**src/rtl/mips_multicycle_ctrl_pkg.sv**
```systemverilog
// Shared encodings for the multicycle MIPS control path: opcodes, funct codes,
// ALU control codes, FSM states and the per-state control word.
package mips_multicycle_ctrl_pkg;

  localparam int STATE_W = 4;
  localparam int CTL_W   = 4;

  localparam logic [5:0] OP_RTYPE = 6'h00;
  localparam logic [5:0] OP_J     = 6'h02;
  localparam logic [5:0] OP_BEQ   = 6'h04;
  localparam logic [5:0] OP_ADDI  = 6'h08;
  localparam logic [5:0] OP_LW    = 6'h23;
  localparam logic [5:0] OP_SW    = 6'h2B;

  localparam logic [5:0] FN_ADD = 6'h20;
  localparam logic [5:0] FN_SUB = 6'h22;
  localparam logic [5:0] FN_AND = 6'h24;
  localparam logic [5:0] FN_OR  = 6'h25;
  localparam logic [5:0] FN_NOR = 6'h27;
  localparam logic [5:0] FN_SLT = 6'h2A;

  localparam logic [CTL_W-1:0] ALU_AND = 4'b0000;
  localparam logic [CTL_W-1:0] ALU_OR  = 4'b0001;
  localparam logic [CTL_W-1:0] ALU_ADD = 4'b0010;
  localparam logic [CTL_W-1:0] ALU_SUB = 4'b0110;
  localparam logic [CTL_W-1:0] ALU_SLT = 4'b0111;
  localparam logic [CTL_W-1:0] ALU_NOR = 4'b1100;

  localparam logic [1:0] ALUOP_ADD   = 2'b00;
  localparam logic [1:0] ALUOP_SUB   = 2'b01;
  localparam logic [1:0] ALUOP_FUNCT = 2'b10;

  typedef enum logic [STATE_W-1:0] {
    S_FETCH   = 4'd0,
    S_DECODE  = 4'd1,
    S_MEMADR  = 4'd2,
    S_MEMRD   = 4'd3,
    S_MEMWB   = 4'd4,
    S_MEMWR   = 4'd5,
    S_EXECUTE = 4'd6,
    S_ALUWB   = 4'd7,
    S_BRANCH  = 4'd8,
    S_ADDIEX  = 4'd9,
    S_ADDIWB  = 4'd10,
    S_JUMP    = 4'd11
  } state_e;

  // wait_rdy marks FETCH, where the PC and IR writes wait on memory ready.
  typedef struct packed {
    logic       alusrca;
    logic [1:0] alusrcb;
    logic [1:0] pcsrc;
    logic       pcwrite;
    logic       branch;
    logic       iord;
    logic       memwrite;
    logic       irwrite;
    logic       regdst;
    logic       memtoreg;
    logic       regwrite;
    logic       wait_rdy;
    logic       decode;
  } ctl_t;

  function automatic ctl_t ctl_decode(input state_e st);
    ctl_t c;
    c = '0;
    case (st)
      S_FETCH:   begin c.alusrcb = 2'b01; c.irwrite = 1'b1; c.pcwrite = 1'b1; c.wait_rdy = 1'b1; end
      S_DECODE:  begin c.alusrcb = 2'b11; c.decode = 1'b1; end
      S_MEMADR:  begin c.alusrca = 1'b1; c.alusrcb = 2'b10; end
      S_MEMRD:   c.iord = 1'b1;
      S_MEMWB:   begin c.memtoreg = 1'b1; c.regwrite = 1'b1; end
      S_MEMWR:   begin c.iord = 1'b1; c.memwrite = 1'b1; end
      S_EXECUTE: c.alusrca = 1'b1;
      S_ALUWB:   begin c.regdst = 1'b1; c.regwrite = 1'b1; end
      S_BRANCH:  begin c.alusrca = 1'b1; c.pcsrc = 2'b01; c.branch = 1'b1; end
      S_ADDIEX:  begin c.alusrca = 1'b1; c.alusrcb = 2'b10; end
      S_ADDIWB:  c.regwrite = 1'b1;
      S_JUMP:    begin c.pcsrc = 2'b10; c.pcwrite = 1'b1; end
      default:   c = '0;
    endcase
    return c;
  endfunction

  function automatic logic [1:0] aluop_for(input state_e st);
    logic [1:0] op;
    case (st)
      S_EXECUTE: op = ALUOP_FUNCT;
      S_BRANCH:  op = ALUOP_SUB;
      default:   op = ALUOP_ADD;
    endcase
    return op;
  endfunction

  function automatic logic opcode_supported(input logic [5:0] op);
    logic ok;
    case (op)
      OP_RTYPE, OP_J, OP_BEQ, OP_ADDI, OP_LW, OP_SW: ok = 1'b1;
      default:                                       ok = 1'b0;
    endcase
    return ok;
  endfunction

endpackage

```
**src/rtl/mips_multicycle_ctrl_alu_decoder.sv**
```systemverilog
// Combinational ALU control decoder: ALUOP plus FUNCT selects the 4-bit ALU code.
module mips_multicycle_ctrl_alu_decoder
  import mips_multicycle_ctrl_pkg::*;
(
  input  logic [1:0]       aluop_i,
  input  logic [5:0]       funct_i,
  output logic [CTL_W-1:0] alu_ctl_o
);

  // Unknown FUNCT falls back to ADD; NAND is never produced.
  always_comb begin
    alu_ctl_o = ALU_ADD;
    case (aluop_i)
      ALUOP_ADD: alu_ctl_o = ALU_ADD;
      ALUOP_SUB: alu_ctl_o = ALU_SUB;
      ALUOP_FUNCT: begin
        case (funct_i)
          FN_ADD:  alu_ctl_o = ALU_ADD;
          FN_SUB:  alu_ctl_o = ALU_SUB;
          FN_AND:  alu_ctl_o = ALU_AND;
          FN_OR:   alu_ctl_o = ALU_OR;
          FN_NOR:  alu_ctl_o = ALU_NOR;
          FN_SLT:  alu_ctl_o = ALU_SLT;
          default: alu_ctl_o = ALU_ADD;
        endcase
      end
      default: alu_ctl_o = ALU_ADD;
    endcase
  end

endmodule

```
**src/rtl/mips_multicycle_ctrl.sv**
```systemverilog
// Main control FSM of the multicycle MIPS datapath. Control outputs are registered
// decodes of the next state; write enables are gated by reset and memory ready.
module mips_multicycle_ctrl
  import mips_multicycle_ctrl_pkg::*;
(
  input  logic               clk_i,
  input  logic               rst_i,
  input  logic [5:0]         opcode_i,
  input  logic [5:0]         funct_i,
  input  logic               zero_i,
  input  logic               mem_rdy_i,
  output logic [CTL_W-1:0]   alu_ctl_o,
  output logic               alusrca_o,
  output logic [1:0]         alusrcb_o,
  output logic [1:0]         pcsrc_o,
  output logic               pc_en_o,
  output logic               iord_o,
  output logic               memwrite_o,
  output logic               irwrite_o,
  output logic               regdst_o,
  output logic               memtoreg_o,
  output logic               regwrite_o,
  output logic               illegal_o,
  output logic [STATE_W-1:0] state_o
);

  state_e           state_q, state_d;
  ctl_t             ctl_q, ctl_d;
  logic [CTL_W-1:0] alu_ctl_q, alu_ctl_d;
  logic             rdy_ok;

  // Next-state logic; memory states hold until MEM_RDY.
  always_comb begin
    state_d = state_q;
    case (state_q)
      S_FETCH: begin
        if (mem_rdy_i) state_d = S_DECODE;
        else           state_d = S_FETCH;
      end
      S_DECODE: begin
        case (opcode_i)
          OP_LW, OP_SW: state_d = S_MEMADR;
          OP_RTYPE:     state_d = S_EXECUTE;
          OP_BEQ:       state_d = S_BRANCH;
          OP_ADDI:      state_d = S_ADDIEX;
          OP_J:         state_d = S_JUMP;
          default:      state_d = S_FETCH;
        endcase
      end
      S_MEMADR: begin
        if (opcode_i == OP_LW)      state_d = S_MEMRD;
        else if (opcode_i == OP_SW) state_d = S_MEMWR;
        else                        state_d = S_FETCH;
      end
      S_MEMRD: begin
        if (mem_rdy_i) state_d = S_MEMWB;
        else           state_d = S_MEMRD;
      end
      S_MEMWR: begin
        if (mem_rdy_i) state_d = S_FETCH;
        else           state_d = S_MEMWR;
      end
      S_EXECUTE: state_d = S_ALUWB;
      S_ADDIEX:  state_d = S_ADDIWB;
      S_MEMWB, S_ALUWB, S_BRANCH, S_ADDIWB, S_JUMP: state_d = S_FETCH;
      default:   state_d = S_FETCH;
    endcase
  end

  assign ctl_d = ctl_decode(state_d);

  mips_multicycle_ctrl_alu_decoder u_alu_decoder (
    .aluop_i   (aluop_for(state_d)),
    .funct_i   (funct_i),
    .alu_ctl_o (alu_ctl_d)
  );

  // State register with the control word for the state being entered.
  always_ff @(posedge clk_i) begin
    if (rst_i) begin
      state_q   <= S_FETCH;
      ctl_q     <= ctl_decode(S_FETCH);
      alu_ctl_q <= ALU_ADD;
    end else begin
      state_q   <= state_d;
      ctl_q     <= ctl_d;
      alu_ctl_q <= alu_ctl_d;
    end
  end

  // A FETCH stall must not advance the PC or reload the IR.
  assign rdy_ok = ctl_q.wait_rdy ? mem_rdy_i : 1'b1;

  assign pc_en_o    = ~rst_i & ((ctl_q.pcwrite & rdy_ok) | (ctl_q.branch & zero_i));
  assign irwrite_o  = ~rst_i & ctl_q.irwrite & rdy_ok;
  assign memwrite_o = ~rst_i & ctl_q.memwrite;
  assign regwrite_o = ~rst_i & ctl_q.regwrite;
  assign illegal_o  = ~rst_i & ctl_q.decode & ~opcode_supported(opcode_i);

  assign alu_ctl_o  = alu_ctl_q;
  assign alusrca_o  = ctl_q.alusrca;
  assign alusrcb_o  = ctl_q.alusrcb;
  assign pcsrc_o    = ctl_q.pcsrc;
  assign iord_o     = ctl_q.iord;
  assign regdst_o   = ctl_q.regdst;
  assign memtoreg_o = ctl_q.memtoreg;
  assign state_o    = state_q;

endmodule

```
**config.mk**
```make
export PLATFORM = sky130hd
export DESIGN_NAME = mips_multicycle_ctrl
export DESIGN_NICKNAME = d
export VERILOG_FILES = /design/src/rtl/mips_multicycle_ctrl_pkg.sv /design/src/rtl/mips_multicycle_ctrl_alu_decoder.sv /design/src/rtl/mips_multicycle_ctrl.sv
export SDC_FILE = /design/constraint.sdc
export NUM_CORES = 1
export LEC_CHECK = 0
export BUFFER_PORTS_ARGS = -buffer_cell sky130_fd_sc_hd__buf_2
export CAP_MARGIN = 20
export CORE_MARGIN = 5
export CORE_UTILIZATION = 49
export CTS_CLUSTER_SIZE = 20
export DETAILED_ROUTE_END_ITERATION = 6
export PLACE_DENSITY = 0.88
export SETUP_SLACK_MARGIN = 0.1
export SYNTH_ARGS = -nofsm -noshare
export SYNTH_HDL_FRONTEND = slang
export SYNTH_SLANG_ARGS = --single-unit
```
**constraint.sdc**
```tcl
create_clock -name clk_i -period 3.3 [get_ports clk_i]
set_clock_uncertainty 0.2 [all_clocks]
set_input_delay 0.33 -clock clk_i [delete_from_list [all_inputs] [get_ports clk_i]]
set_output_delay 0.33 -clock clk_i [all_outputs]
set_load 0.05 [all_outputs]
```
==> results.json, run 1 <==
{
  "vdd_drop_max_v": 0.000248,
  "hold_viol": 0,
  "cp_slowest_cell": "or4b_1",
  "synth_nets": 156,
  "place.gp.congestion": 0.871,
  "cts_setup_buffers": 0,
  "synth_top_family_by_area": "simple AND/OR/NAND/NOR gates",
  "grt-busiest-layer": "met2",
  "htree_levels": 1,
  "path_cells": "or4b_1 -> or4_4 -> clkinv_2 -> a41oi_2 -> nor3b_1 -> and3_1 -> a211o_1",
  "synth_compound_area_frac": 0.196,
  "worstSkewPairLatency_ps": 310,
  "maxCapViolations": 0,
  "rsz0062_at_grt": "false",
  "grt.met1_usage": 0.187,
  "dp_cells": 192,
  "relSlewSlack": 0.250,
  "worstSetupEndpointType": "flip-flop",
  "cts_hold_buf": 0,
  "finalSetupTns_ps": 0,
  "drc": 0,
  "fmax_mhz": 392,
  "synth_xor_area_frac": 0.0229,
  "hold_path_class": "input pin to flip-flop",
  "via_count": 1109,
  "grt_max_degree": 14,
  "die_w_um": 58.4,
  "fin_crit_ps": 2550,
  "postCtsResizedCells": 0,
  "drt-initial-drc-count": 46,
  "grt_pass1_vias": 1079,
  "synth_fa_ha_area_frac": 0.0436,
  "finalNetCount": 189,
  "tritoncts": "done",
  "finalCritPeriodShare": 0.774,
  "pwr_density_cell_mw_per_mm2": 344,
  "hpwl_um": 2100,
  "vias_per_cell": 5.66,
  "wl_um": 2710,
  "worstSetupPathType": "flip-flop to flip-flop",
  "worstPathArrival_ps": 2560,
  "detail_route.first_pass.iterations": 5,
  "start_kind": "flip-flop",
  "clock_path_buffers": 2,
  "setup_viol": 0,
  "cts_sinks": 21,
  "n_antenna_cell": 0,
  "synth-simple-area-share": 0.290,
  "ys_seq_area_frac": 0.366,
  "cts-root-buf": "clkbuf_4",
  "final_common_cell": "buf_2",
  "cpPeakStageDelay_ps": 570,
  "layout-drive-gt1-share": 0.286,
  "ys.flop_type": "dfxtp_1",
  "ant_nets": 0,
  "met2_usage": 0.282,
  "synth-edff-count": 0,
  "synth_cell_types": 44,
  "syn_area_per_cell_um2": 8.45,
  "globalRouteTotalUtil": 0.168,
  "synth_mux_area_frac": 0,
  "synth-seq-cells": 21,
  "synth_warnings": 0,
  "async_flop_share": 0,
  "drv_slew": 0,
  "io_buffers": 36,
  "die_h_um": 58.4,
  "io_pins": 37,
  "status": "complete, no violations",
  "wl_per_cell_um": 13.8,
  "critPathRequiredTime_ps": 3310,
  "syn-cell-area_mm2": 0.00115,
  "fin_cells": 196,
  "worst-slew-pin-transition_ps": 1110,
  "clk_pin_slew_ps": 120,
  "worstPathMaxFanout": 11,
  "fp.dieArea_mm2": 0.00341,
  "rows": 17,
  "power_leakage_nw": 0.600,
  "synth_cells": 136,
  "grt_pass1_wl_um": 4480,
  "cts_buffers": 3,
  "start_util": 0.514,
  "met3_usage": 0.0570,
  "area_delta_synth_final_pct": 16.7,
  "core-area_mm2": 0.00223,
  "grt_antenna_before_repair": 0,
  "layout_common_cells": "buf_2, dfxtp_1, nor2_1",
  "grt_overflow": 0
}
[Yosys cell counts, drive strengths merged (3+ instances only)]
library cell	count	share of area
a21oi	6	0.026
nor2b	7	0.038
nor2	15	0.049
nand2	9	0.029
xnor2	3	0.023
dfxtp	21	0.37
ha	4	0.044
o21ai	7	0.030
nor3b	4	0.026
buf	7	0.045
nand2b	5	0.027
or4	3	0.026
nor3	5	0.022
and3	3	0.016
inv	8	0.026
[power by group]
part	internal [mW]	switching (mW)
logic	0.0259	0.0491
clock network	0.0453	0.0787
registers	0.258	0.00288
[layer usage]
metal | vias to the layer above | wire, um
met5 | - | 0
met4 | 0 | 53
met3 | 8 | 275
met2 | 49 | 1320
met1 | 508 | 1060
li1 | 544 | -
[through the flow]
| stage | hold WS [ps] | instance area (um2) | power, mW | utilization | worst slack, ps |
|---|---|---|---|---|---|
| after floorplan | 301 | 1150 | 0.319 | - | 630 |
| after global placement | 426 | 1310 | 0.339 | 0.588 | 742 |
| after detailed placement | 438 | 1310 | 0.342 | 0.588 | 690 |
| after CTS | 108 | 1340 | 0.462 | 0.600 | 761 |
| after global routing | 109 | 1340 | 0.483 | 0.600 | 631 |
| final | 105 | 1340 | 0.460 | 0.600 | 746 |
[path summary, 6_finish.rpt]
path,endpoint,slack (ps),startpoint,depth (start not counted)
max,ctl_q[9]$_SDFF_PP1_,750,state_o[1]$_SDFF_PP0_,7
min,state_o[0]$_SDFF_PP0_,100,rst_i,2
max reg2reg,ctl_q[9]$_SDFF_PP1_,750,state_o[1]$_SDFF_PP0_,7
min reg2reg,ctl_q[9]$_SDFF_PP1_,660,state_o[3]$_SDFF_PP0_,2
[area by class of cell]
cell class	count	area, um2
clock buffers	3	22.5
clock inverters	1	5.00
fillers	208	893
inverters	9	35.0
multi-input cells	97	634
flip-flops and latches	21	420
well taps	28	35.0
repair buffers	37	188
[logic make-up (layout without fill, tap and decap cells)]
| family | count (synthesis) | in the layout |
|---|---|---|
| buf+inv | 18 | 50 |
| xor+xnor | 3 | 3 |
| flops | 21 | 21 |
| fa+ha+maj | 4 | 4 |
| simple gates | 60 | 60 |
| compound gates | 30 | 30 |
[worst max-delay path: cells and delay by family, from the launching register on]
| kind | cells | cell delay, ps |
|---|---|---|
| compound gates | 2 | 310 |
| flops | 1 | 430 |
| simple gates | 4 | 1420 |
| buf+inv | 1 | 90 |
[flip-flops by register name (all words and copies together), names as in the netlist]
register	cells
memtoreg_o	1
state_o	4
regdst_o	1
alusrca_o	1
ctl_q	5
iord_o	1
pcsrc_o	2
alu_ctl_o	4
alusrcb_o	2
(Power assumes the default switching activity.)
==> run 2, diff against run 1 <==
- CORE_UTILIZATION: 49 -> 45
- PLACE_DENSITY: 0.88 -> 0.86
- clock period: 3.3 -> 2.3 ns (I/O delays scaled with it)
==> run 2 against run 1 <==
Against the previous run:
- the run now ends with negative setup slack left
- non-clock buffer count up 23
- die area up 7.3%
- combinational power up 83%
- via count up 12%
- first-iteration DRC count up 15%
- core utilization up 8.2 points
- cell count up 13%
- critical path depth unchanged
- worst setup slack worse by 820 ps
- cell area up 25%
- fmax up 7.4%
- largest power group unchanged
==> results.json, run 2 (synthesis gave the netlist of run 1 again) <==
{
  "start_util": 0.468,
  "cts_hold_buf": 0,
  "worstPathMaxFanout": 4,
  "status": "finished, violations left",
  "path_cells": "or4b_4 -> or4_4 -> clkinv_4 -> a41oi_2 -> nor3b_4 -> and3_1 -> a211o_1",
  "die_w_um": 60.5,
  "setup_viol": 4,
  "worst-slew-pin-transition_ps": 594,
  "drt-initial-drc-count": 53,
  "final_common_cell": "buf_2",
  "grt_max_degree": 13,
  "reg2reg_slack_ps": -80,
  "hold_viol": 0,
  "power_leakage_nw": 0.749,
  "finalSetupTns_ps": -116,
  "wl_per_cell_um": 15.9,
  "rows": 18,
  "cpLargestDelayFamily": "simple AND/OR/NAND/NOR gates",
  "die_h_um": 60.5,
  "ant_nets": 0,
  "maxCapViolations": 0,
  "pwr_density_cell_mw_per_mm2": 410,
  "htree_levels": 1,
  "cts_buffers": 3,
  "io_pins": 37,
  "cts-root-buf": "clkbuf_4",
  "grt_antenna_before_repair": 0,
  "largest_reg_flops": 5,
  "cts_sinks": 21,
  "grt_pass1_wl_um": 5430,
  "relSlewSlack": 0.599,
  "drc": 0,
  "grt_overflow": 0,
  "vdd_drop_max_v": 0.000703,
  "via_count": 1247,
  "largest-register": "ctl_q",
  "start_kind": "flip-flop",
  "placed_area_mm2": 0.00146,
  "clock_path_buffers": 2,
  "sw_frac_of_total": 0.290,
  "grt_pass1_vias": 1281,
  "wl_um": 3510,
  "power_frac_seq": 0.543,
  "finalPower_uw": 686,
  "worstSkewPairLatency_ps": 310,
  "clk_pin_slew_ps": 120,
  "r2r_end": "ctl_q[9]$_SDFF_PP1_",
  "globalRouteTotalUtil": 0.194,
  "worstPathArrival_ps": 2390,
  "drv_slew": 0,
  "power_switching_uw": 199,
  "n_antenna_cell": 0,
  "reg2reg_depth": 7,
  "worstSetupEndpointType": "flip-flop",
  "rsz0062_at_grt": "true",
  "fin_area_mm2": 0.00167,
  "io_buffers": 36,
  "vias_per_cell": 5.64,
  "detail_route.first_pass.iterations": 4,
  "layout_common_cells": "buf_2, buf_4, dfxtp_1",
  "layout-drive-gt1-share": 0.482,
  "area_delta_synth_final_pct": 45.8,
  "fp.dieArea_mm2": 0.00366,
  "hold_path_class": "input pin to flip-flop",
  "fin_ws_ps": -78.9,
  "cpPeakStageDelay_ps": 550,
  "finalCritPeriodShare": 1.03,
  "pwr-share-comb": 0.200,
  "dp_slack_ps": -197,
  "hold_path_end": "state_o[0]$_SDFF_PP0_",
  "place.gp.congestion": 0.872,
  "fin_crit_ps": 2380,
  "fmax_mhz": 420,
  "p_clk_frac": 0.257,
  "reg2reg_from": "state_o[3]$_SDFF_PP0_",
  "holdPathStages": 2,
  "tritoncts": "done",
  "core-area_mm2": 0.00245,
  "fin_util": 0.682,
  "hpwl_um": 2450,
  "critPathRequiredTime_ps": 2310,
  "violations": "negative setup slack",
  "worstSetupPathType": "flip-flop to flip-flop",
  "cp_slowest_cell": "or4b_4",
  "finalNetCount": 212,
  "min-delay-start": "rst_i",
  "intPower_uw": 487,
  "path_buf_inv": 1
}
-- run 2: routing by layer --
layer | routed length, um | track usage | vias to the layer above
li1 | - | - | 589
met1 | 1190 | 0.198 | 566
met2 | 1900 | 0.380 | 71
met3 | 280 | 0.0574 | 21
met4 | 132 | 0.0495 | 0
met5 | 0 | 0 | -
-- run 2: worst max-delay path by stage --
stage                               start                   to  slack [ps]  cells past startpoint
finish              state_o[3]$_SDFF_PP0_  ctl_q[9]$_SDFF_PP1_         -80                      7
global route        state_o[3]$_SDFF_PP0_  ctl_q[9]$_SDFF_PP1_        -130                      7
CTS                 state_o[1]$_SDFF_PP0_  ctl_q[9]$_SDFF_PP1_        -110                      7
detailed placement            opcode_i[5]  ctl_q[9]$_SDFF_PP1_        -200                      8
global placement              opcode_i[5]  ctl_q[9]$_SDFF_PP1_        -130                      8
floorplan           state_o[1]$_SDFF_PP0_  ctl_q[9]$_SDFF_PP1_        -220                      8
-- run 2: metrics by stage --
| stage | hold WS, ps | instances |
|---|---|---|
| 6_report | 47.6 | 221 |
| 3_3_place_gp | 332 | 212 |
| 5_1_grt | 46.2 | 221 |
| 4_1_cts | 27.2 | 217 |
| 3_5_place_dp | 348 | 212 |
| 2_1_floorplan | 201 | 136 |
-- run 2: final cells by class --
type	count	area (um2)
tap	30	37.5
fill	186	781
multi-input combinational	97	772
sequential	21	427
clock buffer	3	22.5
inverter	9	38.8
timing repair buffer	60	372
clock inverter	1	5.00
-- run 2: power groups by stage --
stage               sequential (mW)  combinational (mW)  clock [mW]
global placement              0.380               0.117           0
detailed placement            0.380               0.122           0
global route                  0.373               0.147       0.200
CTS                           0.372               0.126       0.182
finish                        0.372               0.137       0.176
floorplan                     0.387              0.0691           0
-- run 2: what timing repair did --
item,4_1_cts,5_1_grt
pin swaps,10,7
resized for setup,15,17
buffers inserted,1,4
setup endpoints to repair,11,17
cloned,0,0
